$ cat src/rtl/mux_scan_2ch.sv
// Two-channel W-bit N:1 multiplexer with direct-select and dwell-timed auto-scan modes.
// Each channel is an identical, independent slice; only clk, rst_n, mode and dwell are
// shared. All outputs are registered.
module mux_scan_2ch #(
  parameter int unsigned W  = 8,
  parameter int unsigned N  = 4,
  parameter int unsigned SW = 2
) (
  input  logic              clk,
  input  logic              rst_n,
  input  logic [2*N*W-1:0]  din,
  input  logic [SW-1:0]     sel1,
  input  logic [SW-1:0]     sel2,
  input  logic              e1,
  input  logic              e2,
  input  logic              mode,
  input  logic [7:0]        dwell,
  output logic [W-1:0]      y1,
  output logic [W-1:0]      y2,
  output logic              v1,
  output logic              v2,
  output logic [SW-1:0]     idx1,
  output logic [SW-1:0]     idx2,
  output logic              wrap1,
  output logic              wrap2
);

  logic [W-1:0]  din_a [2][N];
  logic [SW-1:0] sel_a [2];
  logic [1:0]    en;
  logic          scan_q;
  logic          entry;
  logic [7:0]    lim;

  for (genvar c = 0; c < 2; c++) begin : g_din_c
    for (genvar k = 0; k < N; k++) begin : g_din_k
      assign din_a[c][k] = din[(c*N+k)*W +: W];
    end
  end

  assign sel_a[0] = sel1;
  assign sel_a[1] = sel2;
  assign en       = {e2, e1};

  // Mode seen at the previous edge. Resets to 1 so that scanning straight out of reset
  // starts from index 0 instead of being treated as a direct->scan entry.
  always_ff @(posedge clk) begin
    if (!rst_n) scan_q <= 1'b1;
    else        scan_q <= mode;
  end

  assign entry = mode & ~scan_q;
  // Last counter value of a dwell period; dwell of 0 behaves like 1.
  assign lim   = (dwell == 8'd0) ? 8'd0 : dwell - 8'd1;

  for (genvar c = 0; c < 2; c++) begin : g_ch
    logic [SW-1:0] ptr_q, ptr_d, cur, idx_q, idx_d;
    logic [7:0]    cnt_q, cnt_d, cnt_cur;
    logic [W-1:0]  y_q, y_d;
    logic          v_q, v_d, wrap_q, wrap_d, pend_q, pend_d;

    // On scan entry the index loads the select and the counter starts from zero.
    assign cur     = entry ? sel_a[c] : ptr_q;
    assign cnt_cur = entry ? 8'd0 : cnt_q;

    // Next-state: output data, scan index, dwell counter and wrap bookkeeping.
    always_comb begin
      ptr_d  = ptr_q;
      cnt_d  = cnt_q;
      idx_d  = idx_q;
      pend_d = pend_q;
      y_d    = '0;
      v_d    = 1'b0;
      wrap_d = 1'b0;
      if (en[c]) begin
        v_d = 1'b1;
        if (!mode) begin
          y_d    = din_a[c][sel_a[c]];
          idx_d  = sel_a[c];
          ptr_d  = sel_a[c];
          cnt_d  = 8'd0;
          pend_d = 1'b0;
        end else begin
          y_d    = din_a[c][cur];
          idx_d  = cur;
          // A wrap step seen last edge is flagged on the cycle index 0 is presented.
          wrap_d = pend_q;
          pend_d = 1'b0;
          if (cnt_cur >= lim) begin
            cnt_d  = 8'd0;
            ptr_d  = cur + SW'(1);
            pend_d = (cur == SW'(N-1));
          end else begin
            cnt_d = cnt_cur + 8'd1;
            ptr_d = cur;
          end
        end
      end
    end

    // Channel state and output registers.
    always_ff @(posedge clk) begin
      if (!rst_n) begin
        ptr_q  <= '0;
        cnt_q  <= 8'd0;
        idx_q  <= '0;
        pend_q <= 1'b0;
        y_q    <= '0;
        v_q    <= 1'b0;
        wrap_q <= 1'b0;
      end else begin
        ptr_q  <= ptr_d;
        cnt_q  <= cnt_d;
        idx_q  <= idx_d;
        pend_q <= pend_d;
        y_q    <= y_d;
        v_q    <= v_d;
        wrap_q <= wrap_d;
      end
    end
  end

  assign y1    = g_ch[0].y_q;
  assign v1    = g_ch[0].v_q;
  assign idx1  = g_ch[0].idx_q;
  assign wrap1 = g_ch[0].wrap_q;
  assign y2    = g_ch[1].y_q;
  assign v2    = g_ch[1].v_q;
  assign idx2  = g_ch[1].idx_q;
  assign wrap2 = g_ch[1].wrap_q;

endmodule

$ cat config.mk
export PLATFORM = sky130hd
export DESIGN_NAME = mux_scan_2ch
export DESIGN_NICKNAME = d
export VERILOG_FILES = /design/src/rtl/mux_scan_2ch.sv
export SDC_FILE = /design/constraint.sdc
export NUM_CORES = 1
export LEC_CHECK = 0
export ABC_AREA = 1
export CELL_PAD_IN_SITES_DETAIL_PLACEMENT = 0
export CELL_PAD_IN_SITES_GLOBAL_PLACEMENT = 1
export CORE_ASPECT_RATIO = 0.8
export CORE_MARGIN = 4
export CORE_UTILIZATION = 37
export CTS_BUF_LIST = sky130_fd_sc_hd__clkbuf_4
export DETAILED_ROUTE_END_ITERATION = 10
export GPL_ROUTABILITY_DRIVEN = 0
export PLACE_DENSITY = 0.95
export SLEW_MARGIN = 15
export SYNTH_ARGS = -nofsm -noshare
export SYNTH_HDL_FRONTEND = slang
export SYNTH_SLANG_ARGS = --single-unit
$ cat constraint.sdc
create_clock -name clk -period 6.54 [get_ports clk]
set_input_delay 1.635 -clock clk [delete_from_list [all_inputs] [get_ports clk]]
set_output_delay 1.635 -clock clk [all_outputs]
set_load 0.05 [all_outputs]
==> impl_metrics.toml, run 1 <==
[outcome]
status = "finished clean"

[synthesis]
synth_seq_area_share_pct = 24.2
ys_async_sr_fraction_pct = 0
ys_top_cells_by_area = "dfxtp_1 24%, nand2_1 17%, inv_1 9.2%, a21oi_1 8.0%, o211ai_1 7.7%"
synth.top_cells.by_count = "172 x nand2_1, 95 x inv_1, 62 x a21oi_1, 47 x dfxtp_1, 46 x nand3_1"
syn_area_um2 = 3890
synth_edf_count = 0
yosys_warnings = 0
synth_nets = 726
yosysMostFrequentCell = "nand2_1"
synth_seq_cells = 47
syn_inst = 623
syn_area_per_cell_um2 = 6.24
synth_top_cell_by_area = "dfxtp_1"
ys.flop_type = "dfxtp_1"
yosysUniqueCellTypes = 38
synth_top_area_share_pct = 24.2

[global_routing]
grt_pass1_vias = 3973
gr-total-overflow = 0
grt_max_degree = 35
grt_use_total_pct = 18.0
grt.busiest_layer = "met2"
use_met3_pct = 3.41
use_met1_pct = 25.2
grt_pass1_wl_um = 18300
grt_use_met2_pct = 29.1
antenna_found_initial = 0

[floorplanning]
start_util_pct = 38.0
core_area_um2 = 10200
die_height_um = 99.7
num_rows = 33
die_w_um = 123
die-area_um2 = 12200
ioPinCount = 105

[worst_setup_path]
arrival_ns = 4.47
critPathSlowestCell = "nor2_2"
startpoint_type = "primary input"
regToRegStartpoint = "scan_q"
crit_path_cell_trace = "clkdlybuf4s50_1 > buf_4 > inv_4 > nor2_2 > nor2_1 > ha_1 > nand2_1 > nor2_1 > nor2_1 > nand2_1 > nand2_1 > nand3_1 > inv_1 > nand3_1 > a21oi_1"
critPathCaptureType = "flop"
critPathLaunch = "mode"
required_ns = 6.83
rrSetupSlack_ns = 4.30
crit_buf_inv = 4
setup.worst_path.class = "primary input to flop"
max_stage_delay_ns = 0.49
crit_family = "buffers and inverters"
cp_max_fo = 24

[cts]
cts_tree = "done"
cts_made_buffers = 5
cts_hold_buf = 0
clk_path_buf_depth = 2
post_cts_buffers = 0
clk-insertion-delay-late_ns = 0.36
cts-root-buf = "clkbuf_4"
cts_resized = 0
h-tree-depth = 2
clkTransAtPathRegs_ns = 0.14
clock_sinks = 47

[routing]
dr.pass1.iters = 4
post-route-drc-count = 0
routed_wirelength_um = 11100
wl_per_cell_um = 13.1
drt_iter0_markers = 357
vias_per_cell = 5.01
vias = 4244
antenna_left = 0

[final_layout]
finalNetCount = 809
area_growth_pct = 29.7
n_fill_cell = 1075
stdcell_count = 847
drive_gt1_share_pct = 5.37
diodes = 0

[placed_design]
dp_hpwl_um = 8490
io_buffers = 104
dp.cells = 839

[timing]
hold_violations = 0
rsz0062_at_grt = "no"
fin_worst_skew_ns = 0.0108
tightest_slew_ns = 1.11
maxSlewViolCount = 0
relSlewSlack_pct = 25.8
fin_crit_sh_pct = 63.8
setup-violations-final = 0
setup_tns_ns = 0
min_period_ns = 4.18
fmax_ghz = 0.240

[min_path]
hold_path_class = "flop to flop"
worstHoldStart = "g_ch[0].pend_q"

[pwr]
leakagePower_nw = 2.40
ir_worst_vdd_v = 0.0000791
power.density_nw_per_um2 = 146

[job]
cap_violations = 0
## sequential cells by signal, summed over array words and instances, names as in the netlist
register	count
v1	1
scan_q	1
g_ch.cnt_q	16
idx1	2
wrap2	1
g_ch.ptr_q	4
g_ch.pend_q	2
wrap1	1
y1	8
v2	1
idx2	2
y2	8
## power breakdown
part           leakage [nW]  switching, mW  internal, mW
clock network        0.0452         0.0981        0.0806
logic                  1.97          0.147         0.107
registers             0.384        0.00491         0.298
## cell type report
cell class,count,area (µm²),area share [%]
clock buffers,5,37.5,0.744
clock inverters,3,43.8,0.868
multi-input cells,446,2410,47.7
well taps,140,175,3.47
repair buffers,106,1060,20.9
inverters,100,383,7.59
flip-flops and latches,47,941,18.7
## worst register-to-register path, cell delays in order, from the launching register on
cell	delay, ns
dfxtp_1	0.34
nor2_2	0.47
nor2_1	0.15
ha_1	0.32
nand2_1	0.07
nor2_1	0.04
nor2_1	0.08
nand2_1	0.06
nand2_1	0.09
nand3_1	0.10
inv_1	0.22
nand3_1	0.11
a21oi_1	0.14
## worst paths after layout
check,endpoint,depth (start not counted)
setup / recovery,g_ch[1].cnt_q[6],15
hold / removal,wrap1,2
setup reg to reg,g_ch[1].cnt_q[6],12
hold reg to reg,wrap1,2
## cell families (layout without fill, tap and decap cells)
logic type / after synthesis / in the layout / share of synthesized area, %
fa+ha+maj: 22 / 22 / 7.08
simple gates: 273 / 273 / 29.7
xor+xnor: 3 / 3 / 0.676
buf+inv: 130 / 214 / 13.9
flops: 47 / 47 / 24.2
compound gates: 148 / 148 / 24.5
## layer usage
metal	up-vias	wire length [µm]
li1	2203	-
met1	1897	5210
met2	137	5040
met3	7	743
met4	0	74
met5	-	0
## placed cells by master (no fill, tap or decap), types with 2 or more instances in the layout
master and count:
clkdlybuf4s50_1 104, nand3_1 46, xor2_1 3, nor2_1 34, a21oi_1 62, nand2_1 172, nand4_1 3, nand3b_1 2
buf_4 2, nand2_4 2, inv_1 95, o22ai_1 2, o211ai_2 8, nor2_2 3, o21ai_0 24, o21a_1 2
or2_2 5, dfxtp_1 47, clkbuf_4 5, clkinv_1 2, ha_1 22, nor3_1 2, o21ai_4 2, o211ai_1 40
o21bai_1 4
## per-stage QoR
stage | cell area, µm² | worst slack, ns | power [mW] | hold slack (ns) | utilization, %
after floorplan | 3890 | 3.05 | 0.469 | 0.413 | -
after global placement | 4960 | 2.11 | 0.558 | 0.431 | 48.5
after detailed placement | 4960 | 1.96 | 0.563 | 0.431 | 48.5
after CTS | 5040 | 2.35 | 0.744 | 0.450 | 49.3
after global routing | 5040 | 1.99 | 0.783 | 0.461 | 49.3
final | 5040 | 2.36 | 0.736 | 0.447 | 49.3
(Power assumes the default switching activity.)
==> run 2: changes to the inputs <==
--- a/config.mk
+++ b/config.mk
@@ -10,11 +10,11 @@
 export CELL_PAD_IN_SITES_GLOBAL_PLACEMENT = 1
 export CORE_ASPECT_RATIO = 0.8
 export CORE_MARGIN = 4
-export CORE_UTILIZATION = 37
+export CORE_UTILIZATION = 31
 export CTS_BUF_LIST = sky130_fd_sc_hd__clkbuf_4
 export DETAILED_ROUTE_END_ITERATION = 10
 export GPL_ROUTABILITY_DRIVEN = 0
-export PLACE_DENSITY = 0.95
+export PLACE_DENSITY = 0.87
 export SLEW_MARGIN = 15
 export SYNTH_ARGS = -nofsm -noshare
 export SYNTH_HDL_FRONTEND = slang
==> constraint.sdc (replaced) <==
create_clock -name clk -period 3.55 [get_ports clk]
set_input_delay 0.8875 -clock clk [delete_from_list [all_inputs] [get_ports clk]]
set_output_delay 0.8875 -clock clk [all_outputs]
set_load 0.05 [all_outputs]
==> run 2 against run 1 <==
Global-route usage down 2.2 points. Die area up 18%. First-iteration DRC count down 37%. Sequential share of layout area down 0.45 points. Hold slack better by 0.029 ns. Combinational power up 88%. Cell area up 2.5%. Sequential power up 84%. Power up 97%. Sequential cell count unchanged.
==> impl_metrics.toml, run 2 (synthesized netlist as in run 1, its figures left out) <==
[timing]
fin_ws_ns = 0.515
fin_worst_skew_ns = 0.00280
maxSlewViolCount = 0
fmax_ghz = 0.330
setup-violations-final = 0
fin_crit_sh_pct = 85.5
hold_violations = 0
setup_tns_ns = 0
tightest_slew_ns = 0.715
relSlewSlack_pct = 52.3
hold_ws_ns = 0.476
min_period_ns = 3.03
rsz0062_at_grt = "no"

[outcome]
status = "finished clean"

[final_layout]
top_register = "g_ch.cnt_q"
drive_gt1_share_pct = 6.43
mostFrequentLayoutCell = "nand2_1"
finalNetCount = 817
final_util_pct = 42.3
final_cell_mix = "172 x nand2_1, 104 x clkdlybuf4s50_1, 95 x inv_1"
largest_register_ffs = 16
n_fill_cell = 1284
area_growth_pct = 32.9

[global_routing]
gr-total-overflow = 0
grt_pass1_wl_um = 19000
antenna_found_initial = 1
grt_pass1_vias = 4037
grt_max_degree = 35
grt_use_total_pct = 15.9

[routing]
vias = 4253
dr.pass1.iters = 6
routed_wirelength_um = 11400
antenna_left = 0
vias_per_cell = 4.79
post-route-drc-count = 0
wl_per_cell_um = 12.9
drt_iter0_markers = 225

[worst_setup_path]
required_ns = 3.87
setup.worst_path.class = "primary input to flop"
critPathCaptureType = "flop"
startpoint_type = "primary input"
cp_max_fo = 7
arrival_ns = 3.35
rrSetupSlack_ns = 1.42

[cts]
clk_path_buf_depth = 2
clkTransAtPathRegs_ns = 0.14
cts_hold_buf = 0
clock_sinks = 47
cts-root-buf = "clkbuf_4"
clk-insertion-delay-late_ns = 0.38
cts_made_buffers = 5
cts_tree = "done"
post_cts_buffers = 0
cts_resized = 0
h-tree-depth = 2

[pwr]
leakagePower_nw = 2.45
p_seq_share_pct = 38.4
swShare_pct = 32.5
combPwrFrac_pct = 32.8
power.density_nw_per_um2 = 281
netSwitchingPower_mw = 0.472
ir_worst_vdd_v = 0.000193
intPower_mw = 0.979
clkPwrFrac_pct = 28.7

[floorplanning]
start_util_pct = 31.9
die-area_um2 = 14400
die_w_um = 133
ioPinCount = 105
core_area_um2 = 12200
num_rows = 36
die_height_um = 108

[job]
cap_violations = 0

[placed_design]
dp_hpwl_um = 8620
io_buffers = 104
post-place-ws_ns = 0.139

[min_path]
hold_path_class = "flop to flop"
-- run 2: power groups by stage --
stage / Sequential [mW] / Clock [mW] / Combinational [mW]
final: 0.558 / 0.417 / 0.477
after global routing: 0.561 / 0.454 / 0.529
after CTS: 0.559 / 0.433 / 0.479
after detailed placement: 0.570 / 0 / 0.477
after global placement: 0.569 / 0 / 0.468
after floorplan: 0.625 / 0 / 0.238
-- run 2: worst paths after layout --
| check | start | endpoint | cells after the start |
|---|---|---|---|
| setup / recovery | dwell[3] | g_ch[0].cnt_q[4] | 15 |
| hold / removal | g_ch[1].pend_q | wrap2 | 2 |
| setup reg to reg | scan_q | g_ch[0].cnt_q[4] | 13 |
| hold reg to reg | g_ch[1].pend_q | wrap2 | 2 |
-- run 2: layout make-up --
cell class | instances | area [µm²] | share of cell area, %
clock inverters | 2 | 60.1 | 1.16
well taps | 171 | 214 | 4.14
clock buffers | 6 | 45.0 | 0.871
inverters | 100 | 383 | 7.41
repair buffers | 114 | 1120 | 21.6
diodes | 1 | 2.50 | 0.0484
flip-flops and latches | 47 | 941 | 18.2
multi-input cells | 446 | 2410 | 46.6
-- run 2: routing by layer --
metal	routed length (µm)	share of wire [%]	global-route usage [%]
met4	183	1.6	4.41
met2	5210	46	26.2
met5	0	0	0
met3	645	5.7	3.49
met1	5360	47	21.1
-- run 2: stage by stage --
step | instances | power, mW | instance area [µm²]
floorplan | 623 | 0.863 | 3890
finish | 887 | 1.45 | 5170
detailed placement | 878 | 1.05 | 5060
global placement | 878 | 1.04 | 5060
global route | 887 | 1.54 | 5170
CTS | 886 | 1.47 | 5170
-- run 2: critical path: stages --
cell and delay (ns):
clkdlybuf4s50_1 0.46, nor2_1 0.19, nand4_1 0.16, nor3_1 0.25, a21oi_1 0.12, o21ai_0 0.09
ha_1 0.27, nand2_1 0.08, inv_1 0.04, nor2_1 0.09, o21a_1 0.17, nand3_1 0.11
inv_1 0.20, nand3b_1 0.11, a21oi_1 0.13
==> run 3: changes to the inputs <==
--- a/config.mk
+++ b/config.mk
@@ -15,6 +15,7 @@
 export DETAILED_ROUTE_END_ITERATION = 10
 export GPL_ROUTABILITY_DRIVEN = 0
 export PLACE_DENSITY = 0.87
+export REMOVE_ABC_BUFFERS = 1
 export SLEW_MARGIN = 15
 export SYNTH_ARGS = -nofsm -noshare
 export SYNTH_HDL_FRONTEND = slang
==> run 3 against run 2 <==
Clock skew increased by 0.014 ns. Largest cell class unchanged. Combinational power increased by 0.8%. Via count increased by 2.1%. Core utilization decreased by 0.41 points. Non-clock buffer count decreased by 1. Power decreased by 9.5%. Hold slack got worse by 0.031 ns. Clock power decreased by 34%. Worst setup slack got worse by 0.066 ns. First-iteration DRC count decreased by 10%. Routed wire length increased by 3.9%. Highest routed layer unchanged. Cell area decreased by 0.97%.
==> impl_metrics.toml, run 3 (synthesized netlist as in run 1, its figures left out) <==
[routing]
dr.pass1.iters = 6
wl_met1_um = 5490
antenna_left = 0
post-route-drc-count = 0
dr_wl_met3_um = 782
routed_wirelength_um = 11800
top_layer_used = "met4"
vias = 4342
drt_iter0_markers = 202
wl_met2_um = 5480
vias_per_cell = 4.91
wl_per_cell_um = 13.4

[final_layout]
area_growth_pct = 31.6
seq_area_um2 = 941
largest_register_ffs = 16
n_fill_cell = 1276
final_cell_mix = "172 x nand2_1, 104 x clkdlybuf4s50_1, 95 x inv_1"
diodes = 0
drive_gt1_share_pct = 6.02
multi_input_area_um2 = 2410
stdcell_count = 885
final_util_pct = 41.9
finalNetCount = 816
mostFrequentLayoutCell = "nand2_1"
top_register = "g_ch.cnt_q"

[floorplanning]
die-area_um2 = 14400
num_rows = 36
ioPinCount = 105
die_height_um = 108
start_util_pct = 31.9
die_w_um = 133
core_area_um2 = 12200

[cts]
post_cts_buffers = 0
clkTransAtPathRegs_ns = 0.14
clk-insertion-delay-late_ns = 0.39
cts_made_buffers = 5
cts_hold_buf = 0
clk_path_buf_depth = 2
clock_sinks = 47
cts_resized = 0
cts-root-buf = "clkbuf_4"
h-tree-depth = 2
cts_tree = "done"

[pwr]
power.density_nw_per_um2 = 257
leakagePower_nw = 2.43
ir_worst_vdd_v = 0.000132

[timing]
setup-violations-final = 0
fin_ws_ns = 0.449
maxSlewViolCount = 0
hold_ws_ns = 0.446
setup_tns_ns = 0
rsz0062_at_grt = "no"
min_period_ns = 3.10
fin_crit_sh_pct = 87.3
hold_violations = 0
tightest_slew_ns = 0.700
fmax_ghz = 0.323
fin_worst_skew_ns = 0.0168
relSlewSlack_pct = 53.3

[worst_setup_path]
required_ns = 3.86
regToRegStartpoint = "scan_q"
startpoint_type = "primary input"
critPathCaptureType = "flop"
crit_family = "simple AND/OR/NAND/NOR gates"
crit_buf_inv = 4
crit_path_cell_trace = "clkdlybuf4s50_1 > inv_1 > ha_1 > nand2_1 > nor2_1 > inv_1 > nand3_1 > ha_1 > nand2_1 > nor2_1 > nor2_1 > nand2_1 > nand2_1 > nand3_1 > inv_1 > nand3_1 > a21oi_1"
setup.worst_path.class = "primary input to flop"
crit_top_cell = "nand2_1"
max_stage_delay_ns = 0.42
critPathSlowestCell = "clkdlybuf4s50_1"
critPathLaunch = "dwell[0]"
arrival_ns = 3.41
cp_max_fo = 7

[placed_design]
post-place-ws_ns = 0.0796
dp.cells = 877
dp_hpwl_um = 8800
io_buffers = 104

[min_path]
hold_path_class = "flop to flop"
worstHoldStart = "g_ch[0].pend_q"

[job]
cap_violations = 0

[global_routing]
gr-total-overflow = 0
grt_pass1_vias = 4210
grt_use_total_pct = 16.0
grt_pass1_wl_um = 19400
grt_max_degree = 35
antenna_found_initial = 0

[outcome]
status = "finished clean"
==> run 3: changes by cell type in the layout (fill, tap and decap cells not counted), sizes merged <==
cell,delta
buf,-1
bufinv,-2
clkinv,+2
diode,-1
==> run 3: final timing paths <==
check | end | slack, ns | cells after the start
max | g_ch[1].cnt_q[6] | 0.45 | 17
min | wrap1 | 0.45 | 2
max reg2reg | g_ch[0].cnt_q[6] | 1.37 | 14
min reg2reg | wrap1 | 0.45 | 2
==> run 3: report_power, final <==
group          switching [mW]  internal (mW)
clock                   0.194         0.0816
combinational           0.278          0.203
sequential            0.00832          0.549
==> run 3: cell type report <==
type | count | share of cell area (%)
multi-input combinational | 446 | 47.0
timing repair buffer | 113 | 21.9
sequential | 47 | 18.4
inverter | 100 | 7.48
tap | 171 | 4.18
clock buffer | 6 | 0.880
clock inverter | 2 | 0.147
==> run 3: stage by stage <==
| step | power (mW) | area [µm²] |
|---|---|---|
| after floorplan | 0.830 | 3730 |
| after global placement | 1.04 | 5070 |
| after detailed placement | 1.05 | 5070 |
| after CTS | 1.33 | 5120 |
| after global routing | 1.40 | 5120 |
| final | 1.31 | 5120 |
==> run 3: tightest hold or removal path, cell delays in order, from the launching register on <==
cell and delay (ns):
dfxtp_1 0.33, nand2_1 0.06, nor2_1 0.04
==> run 3: layer usage <==
layer  vias up  GRT usage, %
met3        15          4.09
li1       2219             -
met1      1960          20.7
met2       148          27.1
met4         0          3.52
met5         -             0
==> variant 1, RTL diff (settings of run 2) <==
`N`: 4 -> 2.
--- a/src/rtl/mux_scan_2ch.sv
+++ b/src/rtl/mux_scan_2ch.sv
@@ -4,5 +4,5 @@
 module mux_scan_2ch #(
   parameter int unsigned W  = 8,
-  parameter int unsigned N  = 4,
+  parameter int unsigned N  = 2,
   parameter int unsigned SW = 2
 ) (
Interface: changed (resized din); port bits go from 105 to 73. No check against the original RTL was run, so the function may have changed too.
==> variant 1 against run 2 <==
- worst hold slack got worse by 26 ps
- non-clock buffer count fell by 27
- synthesized area fell by 27%
- power fell by 19%
- sequential cell count did not move
- fmax fell by 5.9%
- first-iteration DRC count fell by 29%
- worst setup slack got worse by 190 ps
- routed wire length fell by 34%
- final area fell by 25%
- critical path type unchanged
- highest routed layer unchanged
==> variant 1: results (changes against run 2) <==
{| class="wikitable"
! Metric !! Value
|-
| Power, Total || 1.18 mW (-19%)
|-
| Met1 capacity usage during global routing || 0.183 (-0.0280)
|-
| Status || completed
|-
| Total number of vias || 2885 (-32%)
|-
| Clock share of power || 0.290 (+0.003)
|-
| Pin count of the biggest net entering global routing || 19 (-46%)
|-
| Worst Path Arrival || 3530 ps (+180 ps)
|-
| Detailed-routed wire length on met3 || 378 um (-41%)
|-
| Quantity of I/O buffers inserted on ports || 72 (-31%)
|-
| Endpoint of the most critical register-to-register path || g_ch[0].cnt_q[3]
|-
| Wire length of the first global-routing pass || 12300 um (-35%)
|-
| Total of fill cells in the finished design || 898 (-30%)
|-
| Number of antenna violations at the first check in global routing || 0 (-1)
|-
| Commonest cells in the netlist || sky130_fd_sc_hd__nand2_1, sky130_fd_sc_hd__nor2_1, sky130_fd_sc_hd__inv_1, sky130_fd_sc_hd__dfxtp_1, sky130_fd_sc_hd__o21ai_0
|-
| Mean Syn Cell Area || 6.69 um2 (+7.3%)
|-
| Met2 global-route usage || 0.229 (-0.0323)
|-
| Number of design-rule violations left by the first detailed-router iteration || 160 (-29%)
|-
| Aggregate routed wire length || 7520 um (-34%)
|-
| Worst-path fanout max || 8 (+1)
|-
| Grt met3 use || 0.0348 (-0.000112)
|-
| Met2 layer wire length in the routed design || 3540 um (-32%)
|-
| Post-route worst hold slack || 451 ps (-25.6 ps)
|-
| Fraction of the core area covered by cells at the end of the flow || 0.443 (+0.0191)
|-
| Global-route usage over all layers || 0.140 (-0.0188)
|-
| Pint || 0.818 mW (-16%)
|-
| Comb group || 0.280 mW (-41%)
|-
| Final Instance Count excl. Fillers || 625 (-30%)
|-
| HPWL after detailed placement || 5980 um (-31%)
|-
| Largest cells by area after synthesis || sky130_fd_sc_hd__dfxtp_1, sky130_fd_sc_hd__nand2_1, sky130_fd_sc_hd__ha_1
|-
| Share of synthesized area occupied by flip-flops and latches || 0.331 (+0.0887)
|-
| Ratio of cells with drive above 1 in the final layout || 0.0916 (+0.0273)
|-
| Length of routed wiring on met1 || 3490 um (-35%)
|-
| Number of optimization iterations in the first detailed-route pass || 4 (-2)
|-
| VDD IR max || 0.219 mV (+13%)
|}
[variant 1: cell types whose count changed in the layout (fill, tap and decap cells not counted), moves of 23 or more]
cell                                     run 2  this run
sky130_fd_sc_hd__clkdlybuf4s50_1           104        72
sky130_fd_sc_hd__nor2_1                     34        68
sky130_fd_sc_hd__nand2_1                   172        97
sky130_fd_sc_hd__inv_1                      95        52
sky130_fd_sc_hd__a21oi_1                    62        26
sky130_fd_sc_hd__o211ai_1                   40         0
sky130_fd_sc_hd__nand3_1                    46        23
[variant 1: tightest hold or removal path, stage by stage (launching register included)]
cell	delay, ps
sky130_fd_sc_hd__dfxtp_1	330
sky130_fd_sc_hd__nand2_1	60
sky130_fd_sc_hd__nor2_1	40
[variant 1: worst max-delay path by stage]
stage	startpoint	end	slack, ps	cells after the start
2_1_floorplan	dwell[0]	g_ch[0].cnt_q[5]	720	18
3_3_place_gp	dwell[1]	g_ch[0].cnt_q[6]	-4	16
3_5_place_dp	dwell[1]	g_ch[0].cnt_q[3]	-70	16
4_1_cts	dwell[1]	g_ch[0].cnt_q[3]	330	16
5_1_grt	dwell[1]	g_ch[0].cnt_q[3]	50	16
6_report	dwell[1]	g_ch[0].cnt_q[3]	320	16
[variant 1: kinds of logic after synthesis]
family | synth area share
AOI/OAI and AO/OA | 0.130
xor gates and xnor gates | 0.0185
adders and majority gates | 0.0967
buffers and inverters | 0.0972
DFF | 0.331
and+or+nand+nor | 0.327
[variant 1: final cells by class]
type                    count  area share
inverters                  60      0.0591
clock inverters             3      0.0120
multi-input cells         311       0.422
flip-flops and latches     47       0.244
clock buffers               5     0.00974
repair buffers             87       0.216
well taps                 112      0.0364
==> variant 2, RTL diff (config.mk and constraints of run 2) <==
Without the edit above. Reset style: asynchronous (`rst_n`), changed in 2 clocked blocks.
--- a/src/rtl/mux_scan_2ch.sv
+++ b/src/rtl/mux_scan_2ch.sv
@@ -45,5 +45,5 @@
   // Mode seen at the previous edge. Resets to 1 so that scanning straight out of reset
   // starts from index 0 instead of being treated as a direct->scan entry.
-  always_ff @(posedge clk) begin
+  always_ff @(posedge clk or negedge rst_n) begin
     if (!rst_n) scan_q <= 1'b1;
     else        scan_q <= mode;
@@ -100,5 +100,5 @@
 
     // Channel state and output registers.
-    always_ff @(posedge clk) begin
+    always_ff @(posedge clk or negedge rst_n) begin
       if (!rst_n) begin
         ptr_q  <= '0;
Formal check against the unedited RTL: differs if rst_n is asserted again (counterexample within 4 cycles, from zero or initial values and one cycle with rst_n low); with rst_n held inactive, the same outputs for 4 cycles.
==> variant 2 against run 2 <==
- worst setup slack worse by 140 ps
- power grew 5.8%
- routed wire length up 6.3%
- sequential power increased by 5.7%
- sequential share of layout area increased by 5.1 points
- synthesized area decreased by 1.8%
- utilization is 0.49 points higher
- worst hold slack better by 29 ps
- sequential cell count unchanged
- final area fell by 2.4%
==> variant 2: results (changes against run 2) <==
{| class="wikitable"
! Metric !! Value
|-
| Length of routed wiring on met1 || 5520 um (+2.8%)
|-
| HPWL after detailed placement || 8870 um (+2.9%)
|-
| Worst hold path startpoint || idx1[0]
|-
| Clock share of power || 0.217 (-0.070)
|-
| Wire length of the first global-routing pass || 20000 um (+5.3%)
|-
| Detailed-routed wire length on met3 || 886 um (+37%)
|-
| Design Area, Final || 5050 um2 (-2.4%)
|-
| VDD IR max || 0.130 mV (-33%)
|-
| Number of different library cells in the post-synthesis netlist || 35 (-7.9%)
|-
| Commonest cells in the netlist || sky130_fd_sc_hd__nand2_1, sky130_fd_sc_hd__nand3_1, sky130_fd_sc_hd__a21oi_1, sky130_fd_sc_hd__dfrtp_1, sky130_fd_sc_hd__inv_1
|-
| Power, Total || 1.54 mW (+5.8%)
|-
| Max transition margin || 0.489 (-0.0336)
|-
| Worst setup path endpoint || g_ch[1].cnt_q[0]
|-
| Met2 layer wire length in the routed design || 5570 um (+6.8%)
|-
| Number of cells traversed by the worst register-to-register path || 11 (-2)
|-
| Sink of the worst hold path || idx1[0]
|-
| Aggregate routed wire length || 12100 um (+6.3%)
|-
| Via count of the first global-routing pass || 4042 (+0.12%)
|-
| Worst-path fanout max || 8 (+1)
|-
| Placement-stage worst setup slack || -7.68 ps (-146 ps)
|-
| Most used flip-flop cell after synthesis || sky130_fd_sc_hd__dfrtp_1
|-
| Net count after synthesis || 670 (-7.7%)
|-
| Start point of the critical path || dwell[0]
|-
| Inst Count DP || 804 (-8.4%)
|-
| Post-synth ARST share || 1.00 (+1.00)
|-
| Worst-skew pair later-pin latency || 400 ps (+20 ps)
|-
| Pin count of the biggest net entering global routing || 33 (-5.7%)
|-
| Pint || 0.956 mW (-2.3%)
|-
| Global-route usage over all layers || 0.170 (+0.0111)
|-
| Share of synthesized area occupied by flip-flops and latches || 0.308 (+0.0665)
|-
| Total number of vias || 4202 (-1.2%)
|-
| Leakage power of the design || 2.32 nW (-5.3%)
|-
| Timing-limited maximum frequency || 0.315 GHz (-4.5%)
|-
| Met2 global-route usage || 0.269 (+0.00781)
|-
| Number of design-rule violations left by the first detailed-router iteration || 309 (+37%)
|-
| Number of antenna violations at the first check in global routing || 0 (-1)
|-
| Total of fill cells in the finished design || 1205 (-6.2%)
|-
| Max Clock Skew || 21.0 ps (+18.2 ps)
|-
| Worst Path Arrival || 3480 ps (+130 ps)
|-
| Average vias per placed instance || 5.17 (+7.9%)
|-
| Number of standard cells after synthesis || 567 (-9.0%)
|-
| Ratio of cells with drive above 1 in the final layout || 0.0738 (+0.00946)
|-
| Largest cells by area after synthesis || sky130_fd_sc_hd__dfrtp_1, sky130_fd_sc_hd__nand2_1, sky130_fd_sc_hd__nand3_1
|-
| Diode count || 0 (-1)
|-
| Status || completed
|}
variant 2: worst max-delay path, cell delays in order:
cell and delay (ps):
sky130_fd_sc_hd__clkdlybuf4s50_1 420, sky130_fd_sc_hd__inv_1 100, sky130_fd_sc_hd__ha_1 160, sky130_fd_sc_hd__inv_1 50
sky130_fd_sc_hd__nor4_2 410, sky130_fd_sc_hd__inv_1 180, sky130_fd_sc_hd__o21ai_1 160, sky130_fd_sc_hd__ha_1 280
sky130_fd_sc_hd__nand2_1 90, sky130_fd_sc_hd__nor2_1 50, sky130_fd_sc_hd__nor2_1 80, sky130_fd_sc_hd__nand2_1 50
sky130_fd_sc_hd__nand2_1 70, sky130_fd_sc_hd__nand3_1 240, sky130_fd_sc_hd__o21ai_0 250
variant 2: metrics by stage:
step / TNS (ps) / hold slack, ps
4_1_cts: 0 / 509
3_3_place_gp: 0 / 468
2_1_floorplan: 0 / 453
3_5_place_dp: -7.68 / 476
5_1_grt: 0 / 545
6_report: 0 / 505
variant 2: cell type report:
| cell class | count | area share |
|---|---|---|
| well taps | 148 | 0.0367 |
| clock buffers | 5 | 0.00744 |
| repair buffers | 115 | 0.221 |
| flip-flops and latches | 47 | 0.233 |
| multi-input cells | 441 | 0.455 |
| inverters | 53 | 0.0394 |
| clock inverters | 3 | 0.00769 |
variant 2: logic make-up (layout without fill, tap and decap cells):
logic type,Yosys count,count (layout),share of synthesized area
buffers and inverters,79,176,0.0905
AND/OR/NAND/NOR,297,297,0.344
adder cells (fa/ha/maj),22,22,0.0721
flip-flops,47,47,0.308
XOR/XNOR,9,9,0.0207
AO/OA/AOI/OAI,113,113,0.164
